==> src/rtl/reg_bank_seq_if.sv <==
// Host-side streams of reg_bank_seq: instructions in, write data in, read results out.
interface reg_bank_seq_if;
   localparam int unsigned INSTR_W = 24;
   localparam int unsigned WORD_W  = 64;

   logic [INSTR_W-1:0] instr;
   logic               instr_valid;
   logic               instr_ready;
   logic [WORD_W-1:0]  wdata;
   logic               wdata_valid;
   logic               wdata_ready;
   logic [WORD_W-1:0]  rdataA;
   logic [WORD_W-1:0]  rdataB;
   logic               rdata_valid;
   logic               rdata_ready;

   modport master (
      output instr, instr_valid, wdata, wdata_valid, rdata_ready,
      input  instr_ready, wdata_ready, rdataA, rdataB, rdata_valid
   );

   modport slave (
      input  instr, instr_valid, wdata, wdata_valid, rdata_ready,
      output instr_ready, wdata_ready, rdataA, rdataB, rdata_valid
   );
endinterface

==> src/rtl/reg_bank_seq.sv <==
// Instruction sequencer driving a complex-word reg_bank: writes, two-port reads,
// and complex add/subtract with write-back. All outputs are registered.
module reg_bank_seq (
   input  logic                 clock,
   input  logic                 reset,
   reg_bank_seq_if.slave        host,
   output logic                 busy,
   output logic                 regwe,
   output logic [63:0]          inA,
   output logic [3:0]           selwreg,
   output logic [1:0]           endreg,
   output logic [3:0]           seloutA,
   output logic [3:0]           seloutB,
   output logic                 cnstA,
   output logic                 cnstB,
   output logic                 enrregA,
   output logic                 enrregB,
   input  logic [63:0]          outA,
   input  logic [63:0]          outB
);

   localparam int unsigned WORD_W = 64;
   localparam int unsigned HALF_W = 32;
   localparam int unsigned SEL_W  = 4;
   localparam int unsigned END_W  = 2;
   localparam int unsigned RSV_W  = 6;

   typedef enum logic [2:0] {
      S_IDLE,
      S_WDATA,
      S_WAIT1,
      S_CAP,
      S_HOLD
   } state_t;

   typedef enum logic [1:0] {
      OP_WRITE = 2'b00,
      OP_READ  = 2'b01,
      OP_CADD  = 2'b10,
      OP_CSUB  = 2'b11
   } op_t;

   typedef struct packed {
      op_t              op;
      logic [END_W-1:0] endreg;
      logic [SEL_W-1:0] dst;
      logic [SEL_W-1:0] src_a;
      logic [SEL_W-1:0] src_b;
      logic             cnst_a;
      logic             cnst_b;
      logic [RSV_W-1:0] rsvd;
   } instr_t;

   // Sequencer state and latched instruction context
   state_t            state_q,      state_d;
   op_t               op_q,         op_d;
   logic [SEL_W-1:0]  dst_q,        dst_d;
   logic [END_W-1:0]  pend_end_q,   pend_end_d;

   // Registered outputs
   logic              instr_ready_q, instr_ready_d;
   logic              wdata_ready_q, wdata_ready_d;
   logic              rdata_valid_q, rdata_valid_d;
   logic              busy_q,        busy_d;
   logic [WORD_W-1:0] rdata_a_q,     rdata_a_d;
   logic [WORD_W-1:0] rdata_b_q,     rdata_b_d;
   logic              regwe_q,       regwe_d;
   logic [WORD_W-1:0] ina_q,         ina_d;
   logic [SEL_W-1:0]  selwreg_q,     selwreg_d;
   logic [END_W-1:0]  endreg_q,      endreg_d;
   logic [SEL_W-1:0]  selout_a_q,    selout_a_d;
   logic [SEL_W-1:0]  selout_b_q,    selout_b_d;
   logic              cnst_a_q,      cnst_a_d;
   logic              cnst_b_q,      cnst_b_d;
   logic              enrreg_a_q,    enrreg_a_d;
   logic              enrreg_b_q,    enrreg_b_d;

   instr_t            dec;
   logic              instr_fire;
   logic              wdata_fire;
   logic              rdata_fire;
   logic [HALF_W-1:0] re_res;
   logic [HALF_W-1:0] im_res;
   logic              unused_rsvd;

   assign dec         = instr_t'(host.instr);
   assign unused_rsvd = ^dec.rsvd;

   // Ready/valid flags are only ever high in their own state, so they qualify the handshakes
   assign instr_fire = host.instr_valid & instr_ready_q;
   assign wdata_fire = host.wdata_valid & wdata_ready_q;
   assign rdata_fire = host.rdata_ready & rdata_valid_q;

   // Per-half complex add/subtract; the two halves never carry into each other
   always_comb begin
      re_res = outA[WORD_W-1:HALF_W] + outB[WORD_W-1:HALF_W];
      im_res = outA[HALF_W-1:0]      + outB[HALF_W-1:0];
      if (op_q == OP_CSUB) begin
         re_res = outA[WORD_W-1:HALF_W] - outB[WORD_W-1:HALF_W];
         im_res = outA[HALF_W-1:0]      - outB[HALF_W-1:0];
      end
   end

   // Next-state and next-output logic
   always_comb begin
      state_d    = state_q;
      op_d       = op_q;
      dst_d      = dst_q;
      pend_end_d = pend_end_q;
      rdata_a_d  = rdata_a_q;
      rdata_b_d  = rdata_b_q;
      ina_d      = ina_q;
      selwreg_d  = selwreg_q;
      endreg_d   = endreg_q;
      selout_a_d = selout_a_q;
      selout_b_d = selout_b_q;
      regwe_d    = 1'b0;
      cnst_a_d   = 1'b0;
      cnst_b_d   = 1'b0;
      enrreg_a_d = 1'b0;
      enrreg_b_d = 1'b0;

      unique case (state_q)
         S_IDLE: begin
            if (instr_fire) begin
               op_d       = dec.op;
               dst_d      = dec.dst;
               pend_end_d = dec.endreg;
               if (dec.op == OP_WRITE) begin
                  state_d = S_WDATA;
               end else begin
                  selout_a_d = dec.src_a;
                  selout_b_d = dec.src_b;
                  cnst_a_d   = dec.cnst_a;
                  cnst_b_d   = dec.cnst_b;
                  enrreg_a_d = 1'b1;
                  enrreg_b_d = 1'b1;
                  state_d    = S_WAIT1;
               end
            end
         end

         S_WDATA: begin
            if (wdata_fire) begin
               regwe_d   = 1'b1;
               ina_d     = host.wdata;
               selwreg_d = dst_q;
               endreg_d  = pend_end_q;
               state_d   = S_IDLE;
            end
         end

         // Bank output registers load on the edge leaving this state
         S_WAIT1: begin
            state_d = S_CAP;
         end

         S_CAP: begin
            if (op_q == OP_READ) begin
               rdata_a_d = outA;
               rdata_b_d = outB;
               state_d   = S_HOLD;
            end else begin
               regwe_d   = 1'b1;
               ina_d     = {re_res, im_res};
               selwreg_d = dst_q;
               endreg_d  = pend_end_q;
               state_d   = S_IDLE;
            end
         end

         S_HOLD: begin
            if (rdata_fire) begin
               state_d = S_IDLE;
            end
         end

         default: begin
            state_d = S_IDLE;
         end
      endcase

      instr_ready_d = (state_d == S_IDLE);
      wdata_ready_d = (state_d == S_WDATA);
      rdata_valid_d = (state_d == S_HOLD);
      busy_d        = (state_d != S_IDLE);
   end

   // State and output registers
   always_ff @(posedge clock or negedge reset) begin
      if (!reset) begin
         state_q       <= S_IDLE;
         op_q          <= OP_WRITE;
         dst_q         <= '0;
         pend_end_q    <= '0;
         instr_ready_q <= 1'b0;
         wdata_ready_q <= 1'b0;
         rdata_valid_q <= 1'b0;
         busy_q        <= 1'b0;
         rdata_a_q     <= '0;
         rdata_b_q     <= '0;
         regwe_q       <= 1'b0;
         ina_q         <= '0;
         selwreg_q     <= '0;
         endreg_q      <= '0;
         selout_a_q    <= '0;
         selout_b_q    <= '0;
         cnst_a_q      <= 1'b0;
         cnst_b_q      <= 1'b0;
         enrreg_a_q    <= 1'b0;
         enrreg_b_q    <= 1'b0;
      end else begin
         state_q       <= state_d;
         op_q          <= op_d;
         dst_q         <= dst_d;
         pend_end_q    <= pend_end_d;
         instr_ready_q <= instr_ready_d;
         wdata_ready_q <= wdata_ready_d;
         rdata_valid_q <= rdata_valid_d;
         busy_q        <= busy_d;
         rdata_a_q     <= rdata_a_d;
         rdata_b_q     <= rdata_b_d;
         regwe_q       <= regwe_d;
         ina_q         <= ina_d;
         selwreg_q     <= selwreg_d;
         endreg_q      <= endreg_d;
         selout_a_q    <= selout_a_d;
         selout_b_q    <= selout_b_d;
         cnst_a_q      <= cnst_a_d;
         cnst_b_q      <= cnst_b_d;
         enrreg_a_q    <= enrreg_a_d;
         enrreg_b_q    <= enrreg_b_d;
      end
   end

   assign host.instr_ready = instr_ready_q;
   assign host.wdata_ready = wdata_ready_q;
   assign host.rdata_valid = rdata_valid_q;
   assign host.rdataA      = rdata_a_q;
   assign host.rdataB      = rdata_b_q;
   assign busy             = busy_q;
   assign regwe            = regwe_q;
   assign inA              = ina_q;
   assign selwreg          = selwreg_q;
   assign endreg           = endreg_q;
   assign seloutA          = selout_a_q;
   assign seloutB          = selout_b_q;
   assign cnstA            = cnst_a_q;
   assign cnstB            = cnst_b_q;
   assign enrregA          = enrreg_a_q;
   assign enrregB          = enrreg_b_q;

endmodule

==> src/flat_wrapper.sv <==
// flat-port wrapper written by rule: the top's interface ports become plain ports
module reg_bank_seq_flat 
  (clock, reset, busy, regwe, inA, selwreg, endreg, seloutA, seloutB, cnstA, cnstB, enrregA, enrregB, outA, outB, host_instr, host_instr_valid, host_wdata, host_wdata_valid, host_rdata_ready, host_instr_ready, host_wdata_ready, host_rdataA, host_rdataB, host_rdata_valid);
  reg_bank_seq_if host_i ();
  input  logic clock;
  input  logic reset;
  output logic busy;
  output logic regwe;
  output logic [63:0] inA;
  output logic [3:0] selwreg;
  output logic [1:0] endreg;
  output logic [3:0] seloutA;
  output logic [3:0] seloutB;
  output logic cnstA;
  output logic cnstB;
  output logic enrregA;
  output logic enrregB;
  input  logic [63:0] outA;
  input  logic [63:0] outB;
  input wire logic [$bits(host_i.instr)-1:0] host_instr;
  input wire logic [$bits(host_i.instr_valid)-1:0] host_instr_valid;
  input wire logic [$bits(host_i.wdata)-1:0] host_wdata;
  input wire logic [$bits(host_i.wdata_valid)-1:0] host_wdata_valid;
  input wire logic [$bits(host_i.rdata_ready)-1:0] host_rdata_ready;
  output wire logic [$bits(host_i.instr_ready)-1:0] host_instr_ready;
  output wire logic [$bits(host_i.wdata_ready)-1:0] host_wdata_ready;
  output wire logic [$bits(host_i.rdataA)-1:0] host_rdataA;
  output wire logic [$bits(host_i.rdataB)-1:0] host_rdataB;
  output wire logic [$bits(host_i.rdata_valid)-1:0] host_rdata_valid;
  assign host_i.instr = host_instr;
  assign host_i.instr_valid = host_instr_valid;
  assign host_i.wdata = host_wdata;
  assign host_i.wdata_valid = host_wdata_valid;
  assign host_i.rdata_ready = host_rdata_ready;
  assign host_instr_ready = host_i.instr_ready;
  assign host_wdata_ready = host_i.wdata_ready;
  assign host_rdataA = host_i.rdataA;
  assign host_rdataB = host_i.rdataB;
  assign host_rdata_valid = host_i.rdata_valid;
  reg_bank_seq u_core (.clock(clock), .reset(reset), .host(host_i), .busy(busy), .regwe(regwe), .inA(inA), .selwreg(selwreg), .endreg(endreg), .seloutA(seloutA), .seloutB(seloutB), .cnstA(cnstA), .cnstB(cnstB), .enrregA(enrregA), .enrregB(enrregB), .outA(outA), .outB(outB));
endmodule
==> config.mk <==
export PLATFORM = sky130hd
export DESIGN_NAME = reg_bank_seq_flat
export DESIGN_NICKNAME = d
export VERILOG_FILES = /design/src/rtl/reg_bank_seq_if.sv /design/src/rtl/reg_bank_seq.sv /design/src/flat_wrapper.sv
export SDC_FILE = /design/constraint.sdc
export NUM_CORES = 1
export LEC_CHECK = 0
export BUFFER_PORTS_ARGS = -buffer_cell sky130_fd_sc_hd__buf_4
export CAP_MARGIN = 10
export CORE_MARGIN = 2
export CORE_UTILIZATION = 47
export DETAILED_ROUTE_END_ITERATION = 6
export HOLD_SLACK_MARGIN = 0.15
export PLACE_DENSITY_LB_ADDON = 0.08
export RECOVER_POWER = 50
export SLEW_MARGIN = 10
export SYNTH_ARGS = -nofsm -noshare
export SYNTH_HDL_FRONTEND = slang
export SYNTH_SLANG_ARGS = --single-unit
==> constraint.sdc <==
create_clock -name clock -period 3.4 [get_ports clock]
set_clock_uncertainty 0.15 [all_clocks]
set_input_delay 0.34 -clock clock [delete_from_list [all_inputs] [get_ports clock]]
set_output_delay 0.34 -clock clock [all_outputs]
set_load 0.02 [all_outputs]
==> impl_table.tex <==
\begin{tabular}{lr}
\hline
Metric & Value \\
\hline
\multicolumn{2}{l}{\textbf{Status}} \\
Run status & finished with violations \\
Violated checks & max-capacitance violations, max-slew violations, negative setup slack \\
\multicolumn{2}{l}{\textbf{Timing}} \\
Relative slew slack & -0.688 \\
Fin. max-slew vios & 94 \\
Smallest setup slack after layout & -0.278 ns \\
Final number of setup-violating endpoints & 18 \\
Hold slack & 0.185 ns \\
RSZ-0062 raised after global routing & true \\
Hold violation total from the final report & 0 \\
Final period demand of the worst path & 3.68 ns \\
Achievable clock frequency & 0.272 GHz \\
Worst Tran Pin Value & 2.53 ns \\
Crit share post-route & 1.08 \\
\multicolumn{2}{l}{\textbf{Die}} \\
Width of the die & 174 um \\
Chip height & 174 um \\
Area enclosed by the die boundary & 30300 um\^{}2 \\
Core region area & 28600 um\^{}2 \\
Number of ports placed on the die boundary & 436 \\
Initial Utilization & 0.475 \\
Cell Rows & 62 \\
\multicolumn{2}{l}{\textbf{Clocking}} \\
CTS sink count & 225 \\
Later-pin clock latency in the skew report & 0.54 ns \\
Clock Root Buffer & sky130\_fd\_sc\_hd\_\_clkbuf\_16 \\
CTS tree & yes \\
Clock transition at the registers of the reported paths & 0.06 ns \\
Number of buffers created by CTS & 25 \\
H-Tree Depth & 1 \\
Maximum buffer depth of the clock tree & 3 \\
\multicolumn{2}{l}{\textbf{Worst setup path}} \\
Number of cells on the worst reg-to-reg path & 15 \\
Biggest fanout along the worst timing path & 4 \\
Crit Reg-Reg Endpoint & u\_core.inA[63] \\
Setup slack of the most critical reg-to-reg path & -0.08 ns \\
Startpoint of the most critical register-to-register path & u\_core.op\_q[0] \\
Worst Setup SP & outB[37] \\
Last element of the critical path & u\_core.inA[60] \\
Slowest CP cell & sky130\_fd\_sc\_hd\_\_or4\_4 \\
Critical path buffers and inverters & 4 \\
Slowest Stage Delay on Critical Path & 0.56 ns \\
Required time worst endpoint & 3.66 ns \\
Sequence of cells on the critical path & buf\_6 > or4\_4 > nor4\_4 > buf\_4 > nand3b\_4 > nor2\_4 > buf\_6 > buf\_6 > a21oi\_4 > xnor2\_1 > ha\_1 > nand2\_2 > nor2\_2 > nand3\_1 > a21oi\_2 > o2111ai\_2 > a31o\_2 > o21ai\_2 > mux2i\_1 > nand3\_1 \\
Nature of the critical path endpoint & flip-flop \\
Critical path start-end classification & input pin to flip-flop \\
Top cell family by delay on the critical path & simple AND/OR/NAND/NOR gates \\
Critical path's most frequent cell & sky130\_fd\_sc\_hd\_\_buf\_6 \\
Critical Path AT & 3.94 ns \\
CP Depth & 20 \\
Startpoint type of the worst setup path & input pin \\
\multicolumn{2}{l}{\textbf{Route}} \\
Detailed-routing iteration count for the pre-antenna-repair pass & 5 \\
Routed WL per cell & 19.9 um \\
Iteration-0 DRC count of the detailed router & 1004 \\
DR vias & 14640 \\
Final wirelength & 53200 um \\
Count of unresolved DRC violations after routing & 0 \\
Via-to-Cell Ratio & 5.47 \\
Antenna-violating nets left & 0 \\
\multicolumn{2}{l}{\textbf{Synthesis}} \\
Number of flops mapped to enable cells by yosys & 0 \\
Proportion of synthesized flip-flops having asynchronous set or reset & 1.00 \\
Commonest register cell after synthesis & sky130\_fd\_sc\_hd\_\_dfrtp\_1 \\
Flip-flop and latch count after synthesis & 225 \\
Yosys warning count & 0 \\
Seq/Total Area, Yosys & 0.414 \\
Number of nets produced by synthesis & 1697 \\
Number of distinct library cells after synthesis & 82 \\
Cell area after technology mapping & 13600 um\^{}2 \\
Instance count of the mapped netlist & 1410 \\
Average cell area after synthesis & 9.64 um\^{}2 \\
\multicolumn{2}{l}{\textbf{Global route}} \\
Pin count of the biggest net entering global routing & 95 \\
First-pass GRT wire length & 81500 um \\
Number of global-route vias before repair & 15075 \\
Tot GR Track Use & 0.337 \\
Grt ovf & 0 \\
Initial antenna violation count & 1 \\
\multicolumn{2}{l}{\textbf{Placement}} \\
Hpwl dp & 36700 um \\
Worst slack, placed & -0.717 ns \\
Port Buffer Count & 429 \\
Instance area after placement & 19000 um\^{}2 \\
Placer congestion estimate & 0.935 \\
Number of cells after detailed placement & 2381 \\
\multicolumn{2}{l}{\textbf{Pwr}} \\
Peak ir drop on the vdd network & 0.607 mV \\
Total power density per cell area & 824 nW/um\^{}2 \\
Static Leakage & 10.6 nW \\
Final Total Pwr & 18.4 mW \\
\multicolumn{2}{l}{\textbf{Layout}} \\
Fill cells & 1951 \\
Final std cell area, no fill & 22300 um\^{}2 \\
Synthesis-to-layout area growth & 64.4\% \\
NumNets Final & 2559 \\
Layout cell share with drive strength beyond 1 & 0.395 \\
Number of non-filler instances in the completed layout & 2675 \\
\multicolumn{2}{l}{\textbf{Run}} \\
Max-capacitance violation count & 1 \\
\multicolumn{2}{l}{\textbf{Min path}} \\
Worst hold path type & input pin to flip-flop \\
\hline
\end{tabular}
==> cell usage after synthesis, drive strengths merged (9+ instances only) <==
master	number	area, um^2
nand3	33	175
a31oi	18	113
a211oi	9	67.6
a21oi	138	694
nand4	9	56.3
nor2	95	374
ha	64	801
mux2	128	1440
clkbuf	59	221
xnor2	58	508
o21bai	10	75.1
o21ai	79	399
o31ai	18	154
nand2	173	649
a21o	37	278
nor3	19	115
buf	11	46.3
xor2	48	420
nand2b	13	96.4
and3	23	149
inv	23	86.3
mux2i	10	100
dfrtp	225	5630
==> final cells by class <==
cell class                 count  area (um^2)  share of cell area
antenna                        2         5.00            0.000224
clock buffer                  36          697              0.0312
clock inverter                 8         48.8             0.00218
inverter                      24         90.1             0.00403
multi-input combinational   1091         8380               0.375
sequential                   225         5630               0.252
tap                          384          480              0.0215
timing repair buffer         905         7020               0.314
==> cell usage in the layout (no fill, tap or decap), types with 6 or more instances in the layout <==
cell                            synthesis  final
sky130_fd_sc_hd__buf_6                  0     21
sky130_fd_sc_hd__nor2b_1                8      7
sky130_fd_sc_hd__nand2_2                0      9
sky130_fd_sc_hd__nor2_2                 1      7
sky130_fd_sc_hd__or4_1                  6      6
sky130_fd_sc_hd__o21ai_0               64     47
sky130_fd_sc_hd__nand4_1                9      9
sky130_fd_sc_hd__a21o_1                37     37
sky130_fd_sc_hd__o21ai_2                1     14
sky130_fd_sc_hd__nor3_1                15     14
sky130_fd_sc_hd__clkbuf_16              0     25
sky130_fd_sc_hd__ha_1                  64     61
sky130_fd_sc_hd__inv_1                 23     23
sky130_fd_sc_hd__dfrtp_1              225    225
sky130_fd_sc_hd__mux2_2               128    128
sky130_fd_sc_hd__o21ai_1               14     17
sky130_fd_sc_hd__and3_1                22     17
sky130_fd_sc_hd__o211ai_1               6      6
sky130_fd_sc_hd__a21oi_1              137    105
sky130_fd_sc_hd__nand2b_1              11     10
sky130_fd_sc_hd__o31ai_4                1      6
sky130_fd_sc_hd__o21a_1                 8      8
sky130_fd_sc_hd__dlygate4sd3_1          0    213
sky130_fd_sc_hd__nand2_1              173    163
sky130_fd_sc_hd__and3_4                 1      6
sky130_fd_sc_hd__a31oi_1               18     15
sky130_fd_sc_hd__nand3_1               31     29
sky130_fd_sc_hd__clkbuf_1              59    126
sky130_fd_sc_hd__a21oi_2                1     30
sky130_fd_sc_hd__mux2i_1               10      9
sky130_fd_sc_hd__o21bai_1              10     10
sky130_fd_sc_hd__xnor2_1               58     52
sky130_fd_sc_hd__nor2_1                92     80
sky130_fd_sc_hd__xor2_1                48     48
sky130_fd_sc_hd__o31ai_1               16      7
sky130_fd_sc_hd__nor2_4                 2      8
sky130_fd_sc_hd__buf_4                  1    544
==> flip-flops by register name (all words and copies together), names as in the netlist, 3 cells and up <==
name                cells
u_core.host.rdataA     64
u_core.host.rdataB     64
u_core.inA             64
u_core.dst_q            4
u_core.seloutA          4
u_core.seloutB          4
u_core.selwreg          4
u_core.state_q          3
==> worst min path at each step <==
stage                   startpoint                    end  cells after the start
floorplan                    reset            u_core.busy                      0
global placement             reset  u_core.host.rdataA[2]                      1
detailed placement           reset  u_core.host.rdataA[2]                      1
CTS                 host_wdata[24]         u_core.inA[24]                      5
global route        host_wdata[24]         u_core.inA[24]                      5
finish              host_wdata[24]         u_core.inA[24]                      5
==> worst min-delay path, stage by stage <==
cell and delay (ns):
sky130_fd_sc_hd__buf_4 0.11, sky130_fd_sc_hd__nor2_1 0.09, sky130_fd_sc_hd__a311oi_1 0.05, sky130_fd_sc_hd__a21oi_1 0.16, sky130_fd_sc_hd__a311oi_1 0.08
==> cell families after synthesis <==
group | share of synthesized area
adder cells (fa/ha/maj) | 0.0619
buffers and inverters | 0.0263
AND/OR/NAND/NOR | 0.151
XOR/XNOR | 0.0683
flip-flops | 0.414
AO/OA/AOI/OAI | 0.165
multiplexers | 0.113
==> through the flow <==
step	utilization	setup TNS, ns
floorplan	-	-2.64
global placement	0.663	-16.17
detailed placement	0.663	-19.06
CTS	0.773	-0.212
global route	0.780	-5.53
finish	0.781	-2.20
==> what timing repair did <==
action                                  CTS  global route
cloned                                    0             0
endpoints found under the setup margin   14            42
hold buffers                            213             0
pin swaps                                33            69
resized for setup                        33           125
endpoints found under the hold margin   303             0
buffers inserted                         17            21
==> power breakdown <==
group,total (mW),switching [mW],internal (mW)
Sequential,4.80,0.791,4.01
Clock,2.54,1.12,1.42
Combinational,11.1,6.18,4.90
Total,18.4,8.09,10.3
==> metal layers <==
metal | vias to the layer above | global-route usage | wire, um | part of all wire
met5 | - | 0 | 0 | 0
met4 | 0 | 0.112 | 1910 | 0.036
met3 | 124 | 0.0689 | 4360 | 0.082
met2 | 615 | 0.572 | 25700 | 0.48
met1 | 7134 | 0.432 | 21200 | 0.40
li1 | 6767 | - | - | -
Note: power is estimated with default switching activity, not from simulation.
